## config.mk

```make
export PLATFORM = sky130hd
export DESIGN_NAME = ibex_custom_ctrl_flat
export DESIGN_NICKNAME = d
export VERILOG_FILES = /design/src/rtl/ibex_custom_ctrl_if.sv /design/src/rtl/ibex_custom_ctrl.sv /design/src/flat_wrapper.sv
export SDC_FILE = /design/constraint.sdc
export NUM_CORES = 1
export LEC_CHECK = 0
export CAP_MARGIN = 0
export CELL_PAD_IN_SITES_DETAIL_PLACEMENT = 0
export CELL_PAD_IN_SITES_GLOBAL_PLACEMENT = 2
export CORE_UTILIZATION = 24
export CTS_CLUSTER_DIAMETER = 60
export DETAILED_ROUTE_END_ITERATION = 8
export HOLD_SLACK_MARGIN = 0.15
export PLACE_DENSITY_LB_ADDON = 0.15
export SYNTH_ARGS = -nofsm -noshare
export SYNTH_HDL_FRONTEND = slang
export SYNTH_SLANG_ARGS = --single-unit
```

## constraint.sdc

```tcl
create_clock -name clk_i -period 2.4 [get_ports clk_i]
set_input_delay 0.48 -clock clk_i [delete_from_list [all_inputs] [get_ports clk_i]]
set_output_delay 0.48 -clock clk_i [all_outputs]
set_load 0.05 [all_outputs]
```

## src/rtl/ibex_custom_ctrl_if.sv

```systemverilog
// ibex_custom_ctrl_if: request, accelerator and result handshake bundle for ibex_custom_ctrl.
interface ibex_custom_ctrl_if;
    logic        req_valid_i;
    logic [4:0]  req_op_i;
    logic [31:0] req_rs1_i;
    logic [31:0] req_rs2_i;
    logic        req_ready_o;
    logic        kill_i;
    logic        acc_start_o;
    logic [4:0]  acc_op_o;
    logic [31:0] acc_rs1_o;
    logic [31:0] acc_rs2_o;
    logic        acc_abort_o;
    logic        acc_valid_i;
    logic [31:0] acc_result_i;
    logic        result_valid_o;
    logic [31:0] result_o;
    logic        result_err_o;
    logic        result_ready_i;
    logic        busy_o;

    modport slave (
        input  req_valid_i, req_op_i, req_rs1_i, req_rs2_i, kill_i,
        input  acc_valid_i, acc_result_i, result_ready_i,
        output req_ready_o, acc_start_o, acc_op_o, acc_rs1_o, acc_rs2_o, acc_abort_o,
        output result_valid_o, result_o, result_err_o, busy_o
    );

    modport master (
        output req_valid_i, req_op_i, req_rs1_i, req_rs2_i, kill_i,
        output acc_valid_i, acc_result_i, result_ready_i,
        input  req_ready_o, acc_start_o, acc_op_o, acc_rs1_o, acc_rs2_o, acc_abort_o,
        input  result_valid_o, result_o, result_err_o, busy_o
    );
endinterface

```

## src/rtl/ibex_custom_ctrl.sv

```systemverilog
// ibex_custom_ctrl: issue/sequencing controller for the multi-cycle custom accelerator.
// Define IBEX_CUSTOM_TIMEOUT_EN to abort accelerators that stay silent for TimeoutCycles.
module ibex_custom_ctrl #(
    parameter logic [31:0] OpMask        = 32'h0000_001F,
    parameter int unsigned TimeoutCycles = 64
) (
    input logic               clk_i,
    input logic               rst_ni,
    ibex_custom_ctrl_if.slave bus
);
    typedef enum logic [1:0] {IDLE, ISSUE, WAIT, DONE} state_e;

    state_e      state_q, state_d;
    logic [4:0]  op_q;
    logic [31:0] rs1_q, rs2_q, result_q;
    logic        err_q, abort_q;
    logic        in_flight, accept, capture, timeout;

    assign in_flight = state_q == ISSUE || state_q == WAIT;
    assign accept    = state_q == IDLE && bus.req_valid_i && !bus.kill_i;
    assign capture   = in_flight && bus.acc_valid_i && !bus.kill_i;

`ifdef IBEX_CUSTOM_TIMEOUT_EN
    logic [15:0] cnt_q;
    logic        cnt_max;

    assign cnt_max = cnt_q == 16'(TimeoutCycles - 1);
    assign timeout = state_q == WAIT && cnt_max && !bus.acc_valid_i && !bus.kill_i;

    // Counts WAIT cycles only; saturates rather than wrapping, cleared everywhere else.
    always_ff @(posedge clk_i or negedge rst_ni) begin
        if (!rst_ni) cnt_q <= '0;
        else cnt_q <= (state_q != WAIT || bus.kill_i) ? 16'd0 : cnt_max ? cnt_q : cnt_q + 16'd1;
    end
`else
    logic unused_timeout;

    assign timeout        = 1'b0;
    assign unused_timeout = TimeoutCycles > 0;
`endif

    always_comb begin
        state_d = state_q;
        case (state_q)
            IDLE:    if (bus.req_valid_i) state_d = OpMask[bus.req_op_i] ? ISSUE : DONE;
            ISSUE:   state_d = bus.acc_valid_i ? DONE : WAIT;
            WAIT:    if (bus.acc_valid_i || timeout) state_d = DONE;
            DONE:    if (bus.result_ready_i) state_d = IDLE;
            default: state_d = IDLE;
        endcase
        if (bus.kill_i) state_d = IDLE;
    end

    always_ff @(posedge clk_i or negedge rst_ni) begin
        if (!rst_ni) begin
            state_q  <= IDLE;
            op_q     <= '0;
            rs1_q    <= '0;
            rs2_q    <= '0;
            result_q <= '0;
            err_q    <= 1'b0;
            abort_q  <= 1'b0;
        end else begin
            state_q <= state_d;
            abort_q <= (bus.kill_i && in_flight) || timeout;
            if (accept) begin
                op_q  <= bus.req_op_i;
                rs1_q <= bus.req_rs1_i;
                rs2_q <= bus.req_rs2_i;
                if (!OpMask[bus.req_op_i]) begin
                    result_q <= '0;
                    err_q    <= 1'b1;
                end
            end
            if (capture) begin
                result_q <= bus.acc_result_i;
                err_q    <= 1'b0;
            end
            if (timeout) begin
                result_q <= 32'hDEAD_0000 | {27'd0, op_q};
                err_q    <= 1'b1;
            end
        end
    end

    assign bus.req_ready_o    = state_q == IDLE;
    assign bus.acc_start_o    = state_q == ISSUE;
    assign bus.acc_op_o       = op_q;
    assign bus.acc_rs1_o      = rs1_q;
    assign bus.acc_rs2_o      = rs2_q;
    assign bus.acc_abort_o    = abort_q;
    assign bus.result_valid_o = state_q == DONE;
    assign bus.result_o       = result_q;
    assign bus.result_err_o   = err_q;
    assign bus.busy_o         = state_q != IDLE;
endmodule

```

## src/flat_wrapper.sv

```systemverilog
// flat-port wrapper written by rule: the top's interface ports become plain ports
module ibex_custom_ctrl_flat 
#(
    parameter logic [31:0] OpMask        = 32'h0000_001F,
    parameter int unsigned TimeoutCycles = 64
)
  (clk_i, rst_ni, bus_req_valid_i, bus_req_op_i, bus_req_rs1_i, bus_req_rs2_i, bus_kill_i, bus_acc_valid_i, bus_acc_result_i, bus_result_ready_i, bus_req_ready_o, bus_acc_start_o, bus_acc_op_o, bus_acc_rs1_o, bus_acc_rs2_o, bus_acc_abort_o, bus_result_valid_o, bus_result_o, bus_result_err_o, bus_busy_o);
  ibex_custom_ctrl_if bus_i ();
  input logic clk_i;
  input logic rst_ni;
  input wire logic [$bits(bus_i.req_valid_i)-1:0] bus_req_valid_i;
  input wire logic [$bits(bus_i.req_op_i)-1:0] bus_req_op_i;
  input wire logic [$bits(bus_i.req_rs1_i)-1:0] bus_req_rs1_i;
  input wire logic [$bits(bus_i.req_rs2_i)-1:0] bus_req_rs2_i;
  input wire logic [$bits(bus_i.kill_i)-1:0] bus_kill_i;
  input wire logic [$bits(bus_i.acc_valid_i)-1:0] bus_acc_valid_i;
  input wire logic [$bits(bus_i.acc_result_i)-1:0] bus_acc_result_i;
  input wire logic [$bits(bus_i.result_ready_i)-1:0] bus_result_ready_i;
  output wire logic [$bits(bus_i.req_ready_o)-1:0] bus_req_ready_o;
  output wire logic [$bits(bus_i.acc_start_o)-1:0] bus_acc_start_o;
  output wire logic [$bits(bus_i.acc_op_o)-1:0] bus_acc_op_o;
  output wire logic [$bits(bus_i.acc_rs1_o)-1:0] bus_acc_rs1_o;
  output wire logic [$bits(bus_i.acc_rs2_o)-1:0] bus_acc_rs2_o;
  output wire logic [$bits(bus_i.acc_abort_o)-1:0] bus_acc_abort_o;
  output wire logic [$bits(bus_i.result_valid_o)-1:0] bus_result_valid_o;
  output wire logic [$bits(bus_i.result_o)-1:0] bus_result_o;
  output wire logic [$bits(bus_i.result_err_o)-1:0] bus_result_err_o;
  output wire logic [$bits(bus_i.busy_o)-1:0] bus_busy_o;
  assign bus_i.req_valid_i = bus_req_valid_i;
  assign bus_i.req_op_i = bus_req_op_i;
  assign bus_i.req_rs1_i = bus_req_rs1_i;
  assign bus_i.req_rs2_i = bus_req_rs2_i;
  assign bus_i.kill_i = bus_kill_i;
  assign bus_i.acc_valid_i = bus_acc_valid_i;
  assign bus_i.acc_result_i = bus_acc_result_i;
  assign bus_i.result_ready_i = bus_result_ready_i;
  assign bus_req_ready_o = bus_i.req_ready_o;
  assign bus_acc_start_o = bus_i.acc_start_o;
  assign bus_acc_op_o = bus_i.acc_op_o;
  assign bus_acc_rs1_o = bus_i.acc_rs1_o;
  assign bus_acc_rs2_o = bus_i.acc_rs2_o;
  assign bus_acc_abort_o = bus_i.acc_abort_o;
  assign bus_result_valid_o = bus_i.result_valid_o;
  assign bus_result_o = bus_i.result_o;
  assign bus_result_err_o = bus_i.result_err_o;
  assign bus_busy_o = bus_i.busy_o;
  ibex_custom_ctrl #(.OpMask(OpMask), .TimeoutCycles(TimeoutCycles)) u_core (.clk_i(clk_i), .rst_ni(rst_ni), .bus(bus_i));
endmodule
```

; ---- Yosys cells after proc, flatten, opt, wreduce, memory -nomap -nowiden
; Memory sizes are Yosys's and may differ from the RTL's.
; Cells that the tools add are included.
; W data, S select, Z words.
[op_classes]
order_cmp = 1
n_eq_ne = 7
n_mux = 14
reduce_logical = 12
[ops]
columns = operator, n
row1 = $mux W32, 3
row2 = $mux W2, 5
row3 = $ne A3 B3 Y1 const B, 3
row4 = $pmux W2 S4, 1
row5 = $lt A5 B6 Y1 const B, 1
row6 = $logic_and A1 B1 Y1, 5
row7 = $mux W1, 5
row8 = $eq A2 B2 Y1 const B, 2
row9 = $reduce_bool A2 Y1, 2
row10 = $reduce_and A3 Y1, 1
row11 = $eq A2 B1 Y1 const B, 1
row12 = $logic_not A2 Y1, 1
row13 = $ne A2 B1 Y1 const B, 1
row14 = $reduce_and A2 Y1, 1
row15 = $logic_not A1 Y1, 1
row16 = $logic_or A1 B1 Y1, 1
[word_totals]
regBits = 105
mem_bits_ro = 32
input_bits = 107
output_inout_bits = 107
word_cells = 42
mem_count = 1
[mem_list]
columns = name, depth, word_bits, read_ports, rd_ports_with_merged_regs, write_ports, line
row1 = (name not given), 32, 1, 1, 0, 0, ibex_custom_ctrl.sv:45  ; IDLE: if (bus.req_valid_i) state_d = OpMask[bus.req_op_i] ? ISSUE : DONE;

; ---- Depth between registers and ports, before layout
; Gate-level depths: netlist of the first run.
[logic_depth]
ltp_word = 6
depth_mapped = 7
mapped_depth_nobuf = 5

; ---- Worst setup path after synthesis of the first run
; No wires, ideal clock.
[synth_path]
path_kind = register to register
from = register u_core.state_q[0]
to = register u_core.rs2_q[10] (netlist: u_core.bus.acc_rs2_o[10])
setup_time_ns = 0.128
arrival_ns = 1.903
t_required_ns = 2.272
setup_slack_ns = 0.369
stages_incl_launch_ff = 8
path_buffers = 3
period_less_slack_ns = 2.031
cell_sequence = dfrtp_1 -> inv_1 -> ha_1 -> buf_6 -> nand3b_4 -> buf_4 -> buf_6 -> mux2_1
[synth_via]
elab_chain_len = 3
[synth_lines]
columns = element, line
row1 = from (decl), ibex_custom_ctrl.sv:13  ; state_e state_q, state_d;
row2 = from (signal assigned), ibex_custom_ctrl.sv:64  ; state_q <= state_d;
row3 = $logic_not A2 Y1, n/a
row4 = via bus_req_ready_o, flat_wrapper.sv:19  ; output wire logic [$bits(bus_i.req_ready_o)-1:0] bus_req_ready_o;
row5 = $logic_and A1 B1 Y1 (2 in a row), ibex_custom_ctrl.sv:20  ; assign accept = state_q == IDLE && bus.req_valid_i && !bus.kill_i;
row6 = to (signal assigned), ibex_custom_ctrl.sv:69  ; rs2_q <= bus.req_rs2_i;
row7 = to (decl), ibex_custom_ctrl.sv:15  ; logic [31:0] rs1_q, rs2_q, result_q;
; The timed path passes the listed nets, and every way through them passes these cells.
; A chain may end at the register's enable or synchronous reset.

; ---- Worst setup path after layout of the first run
[layout_path]
from = register u_core.state_q[1]
to = output port bus_result_valid_o
[layout_via]
elab_chain_len = 1
[layout_lines]
columns = element, line
row1 = $eq A2 B2 Y1, ibex_custom_ctrl.sv:92  ; assign bus.result_valid_o = state_q == DONE;
row2 = to (decl), flat_wrapper.sv:25  ; output wire logic [$bits(bus_i.result_valid_o)-1:0] bus_result_valid_o;
; No other way between the ends.

==> results of run 1 <==
## sequential cells by signal, summed over array words and instances (netlist names)
name / flops
u_core.bus.result_err_o: 1
u_core.bus.acc_op_o: 5
u_core.bus.acc_abort_o: 1
u_core.bus.acc_rs1_o: 32
u_core.bus.acc_rs2_o: 32
u_core.bus.result_o: 32
u_core.state_q: 2
## routing by layer
layer	GRT usage [%]	share of wire, %	vias up
li1	-	-	1491
met1	16.0	43	1485
met2	19.4	43	137
met3	6.54	12	10
met4	5.49	1.4	0
met5	0	0	-
## worst max-delay path by stage
stage	from	end	slack, ns	depth (start not counted)
3_3_place_gp	bus_req_valid_i	u_core.bus.result_o[12]	0.44	5
4_1_cts	u_core.state_q[1]	bus_acc_start_o	0.05	3
3_5_place_dp	bus_req_valid_i	u_core.bus.result_o[17]	0.41	5
5_1_grt	u_core.state_q[1]	bus_result_valid_o	0.09	2
2_1_floorplan	u_core.state_q[0]	u_core.bus.acc_rs2_o[10]	0.37	7
6_report	u_core.state_q[1]	bus_result_valid_o	0.15	2
## final cells by class
cell class	instances	area [µm²]	area share, %
Timing Repair Buffer	220	2200	32.5
Multi-Input combinational cell	190	1400	20.5
Clock buffer	10	239	3.52
Tap cell	220	275	4.05
Inverter	3	11.3	0.166
Clock inverter	6	40.0	0.589
Sequential cell	105	2630	38.7
## cell usage after synthesis (2+ instances only)
cell	count	area [µm²]
buf_2	11	55.1
mux2_2	59	664
inv_1	3	11.3
ha_1	4	50.1
nand2_1	64	240
clkbuf_1	4	15.0
nor2b_1	2	12.5
dfrtp_1	105	2630
mux2_1	10	113
o21ai_0	31	155
o21ai_1	2	10.0
nor2_1	3	11.3
buf_6	2	22.5
## power by group through the flow
stage	Clock, mW	Combinational [mW]	Sequential, mW
final	1.42	6.25	2.99
after global placement	0	6.30	2.99
after CTS	1.49	6.33	3.00
after global routing	1.55	6.54	3.11
after floorplan	0	1.32	5.79
after detailed placement	0	6.31	3.02
## layout by cell type, fill, tap and decap left out, types with 2 or more instances in the layout
master / instances
inv_6: 2
buf_12: 2
dfrtp_1: 105
ha_1: 4
mux2_2: 59
nor2_1: 3
clkdlybuf4s50_1: 209
clkinv_2: 3
clkbuf_16: 9
inv_1: 3
buf_4: 8
o21ai_1: 2
nand2_1: 64
o21ai_0: 31
nor2b_1: 2
mux2_1: 10
## cells by family (layout without fill, tap and decap cells)
family / after synthesis / in the layout
fa+ha+maj: 4 / 4
mux: 69 / 69
buf+inv: 21 / 239
flops: 105 / 105
compound gates: 39 / 39
simple gates: 78 / 78
## through the flow
step | cell area (µm²) | std cells | hold WS [ns]
global route | 6790 | 754 | 0.246
floorplan | 4130 | 316 | 0.184
CTS | 6790 | 754 | 0.231
global placement | 6510 | 738 | 0.474
detailed placement | 6510 | 738 | 0.484
finish | 6790 | 754 | 0.185
==> flow_summary.json, run 1 <==
{
  "layout-drive-gt1-share_pct": 16.9,
  "htree_levels": 3,
  "avgViaCountPerCell": 4.14,
  "drc_errors": 0,
  "ioPinCount": 214,
  "fin_crit_ns": 2.25,
  "critical_path_buf_inv_count": 1,
  "overflow": 0,
  "nets": 640,
  "num_vias": 3123,
  "gp_congestion": 0.697,
  "clockBufferDepth": 2,
  "worstSetupPathType": "flip-flop to output pin",
  "cts.sinks": 105,
  "fp.dieW_um": 133,
  "coreArea_um2": 16700,
  "skew_ns": 0.00698,
  "drv_cap": 0,
  "hold_class": "input pin to asynchronous set/reset pin",
  "cts-root-buf": "clkbuf_16",
  "wl_per_cell_um": 15.0,
  "postSynthAreaPerCell_um2": 13.1,
  "slowest_delay_ns": 0.80,
  "cp_cell_sequence": "ha_1, clkdlybuf4s50_1",
  "finalSetupViolCount": 0,
  "rows": 47,
  "r2r-end": "u_core.bus.result_o[15]",
  "cts_tree": "yes",
  "muxShareOfSynthArea_pct": 18.8,
  "synth_warnings": 0,
  "synth-compound-area-share_pct": 5.30,
  "start_util_pct": 24.8,
  "grt_pass1_wl_um": 18000,
  "first_pass_iters": 4,
  "diodes": 0,
  "syn_inst": 316,
  "syn-num-nets": 427,
  "routed_wl_um": 11300,
  "outcome": "completed",
  "synth_edf_count": 0,
  "dp_hpwl_um": 7790,
  "cts_buffers": 9,
  "fin_util_pct": 40.7,
  "antenna_found_initial": 0,
  "cts_setup_buffers": 0,
  "setup_slack_ns": 0.148,
  "finalPower_mw": 10.7,
  "required_ns": 1.92,
  "io_buffers": 213,
  "p_leak_nw": 2.84,
  "p_sw_share_pct": 48.1,
  "rsz0062_at_grt": "no",
  "synth_top_family_by_area": "multiplexers",
  "crit_family": "buffers and inverters",
  "yosys.area_share.simple_pct": 8.44,
  "arrival_ns": 1.77,
  "tightest_slew_ns": 0.593,
  "path_max_fanout": 5,
  "final-hold-violation-count": 0,
  "clock_latency_ns": 0.34,
  "fmax_ghz": 0.444,
  "r2r_setup_slack_ns": 0.52,
  "r2r_start": "u_core.state_q[0]",
  "reg2reg_depth": 6,
  "crit_slowest_cell": "clkdlybuf4s50_1",
  "die_area_um2": 17800,
  "ys_ff_latch": 105,
  "switching_power_mw": 5.13,
  "finalSetupTns_ns": 0,
  "synth_fa_ha_area_share_pct": 1.21,
  "endpoint_kind": "output pin",
  "grt_use_total_pct": 13.1,
  "timing.final.crit_share_pct": 93.8,
  "area_growth_pct": 64.3,
  "yosys.cell_types.count": 29,
  "ant_nets": 0,
  "clk_pin_slew_ns": 0.07,
  "grt_max_degree": 106,
  "p_seq_share_pct": 28.0,
  "vdd_drop_max_uv": 733,
  "worstSetupStartpointType": "flip-flop",
  "clkPwrFrac_pct": 13.3,
  "p_int_mw": 5.54,
  "syn_area_um2": 4130,
  "async_reset_ff_share_pct": 100,
  "synth_ff_type": "dfrtp_1",
  "cts_resized": 0,
  "fillers": 1638,
  "p_comb_share_pct": 58.6,
  "fp.dieH_um": 133,
  "slew_violations": 0,
  "synth_xor_area_share_pct": 0,
  "slew_headroom_pct": 60.5,
  "drtIter0Drc": 57,
  "place_ws_ns": 0.414,
  "p_per_area_nw_per_um2": 1570,
  "grt_pass1_vias": 3391,
  "ctsHoldBuffers": 0,
  "ys_seq_area_share_pct": 63.6
}
(Power assumes the default switching activity.)
==> run 2, diff against run 1 <==
--- a/config.mk
+++ b/config.mk
@@ -11,7 +11,7 @@
 export CORE_UTILIZATION = 24
 export CTS_CLUSTER_DIAMETER = 60
 export DETAILED_ROUTE_END_ITERATION = 8
-export HOLD_SLACK_MARGIN = 0.15
+export HOLD_SLACK_MARGIN = 0.06
 export PLACE_DENSITY_LB_ADDON = 0.15
 export SYNTH_ARGS = -nofsm -noshare
 export SYNTH_HDL_FRONTEND = slang
==> results of run 2 <==
The final DEF is identical to that of run 1; final timing and power are the same.
==> run 3, diff against run 2 <==
--- a/config.mk
+++ b/config.mk
@@ -13,6 +13,7 @@
 export DETAILED_ROUTE_END_ITERATION = 8
 export HOLD_SLACK_MARGIN = 0.06
 export PLACE_DENSITY_LB_ADDON = 0.15
+export SLEW_MARGIN = 20
 export SYNTH_ARGS = -nofsm -noshare
 export SYNTH_HDL_FRONTEND = slang
 export SYNTH_SLANG_ARGS = --single-unit
==> results of run 3 <==
The final DEF is identical to that of run 1; final timing and power are the same.
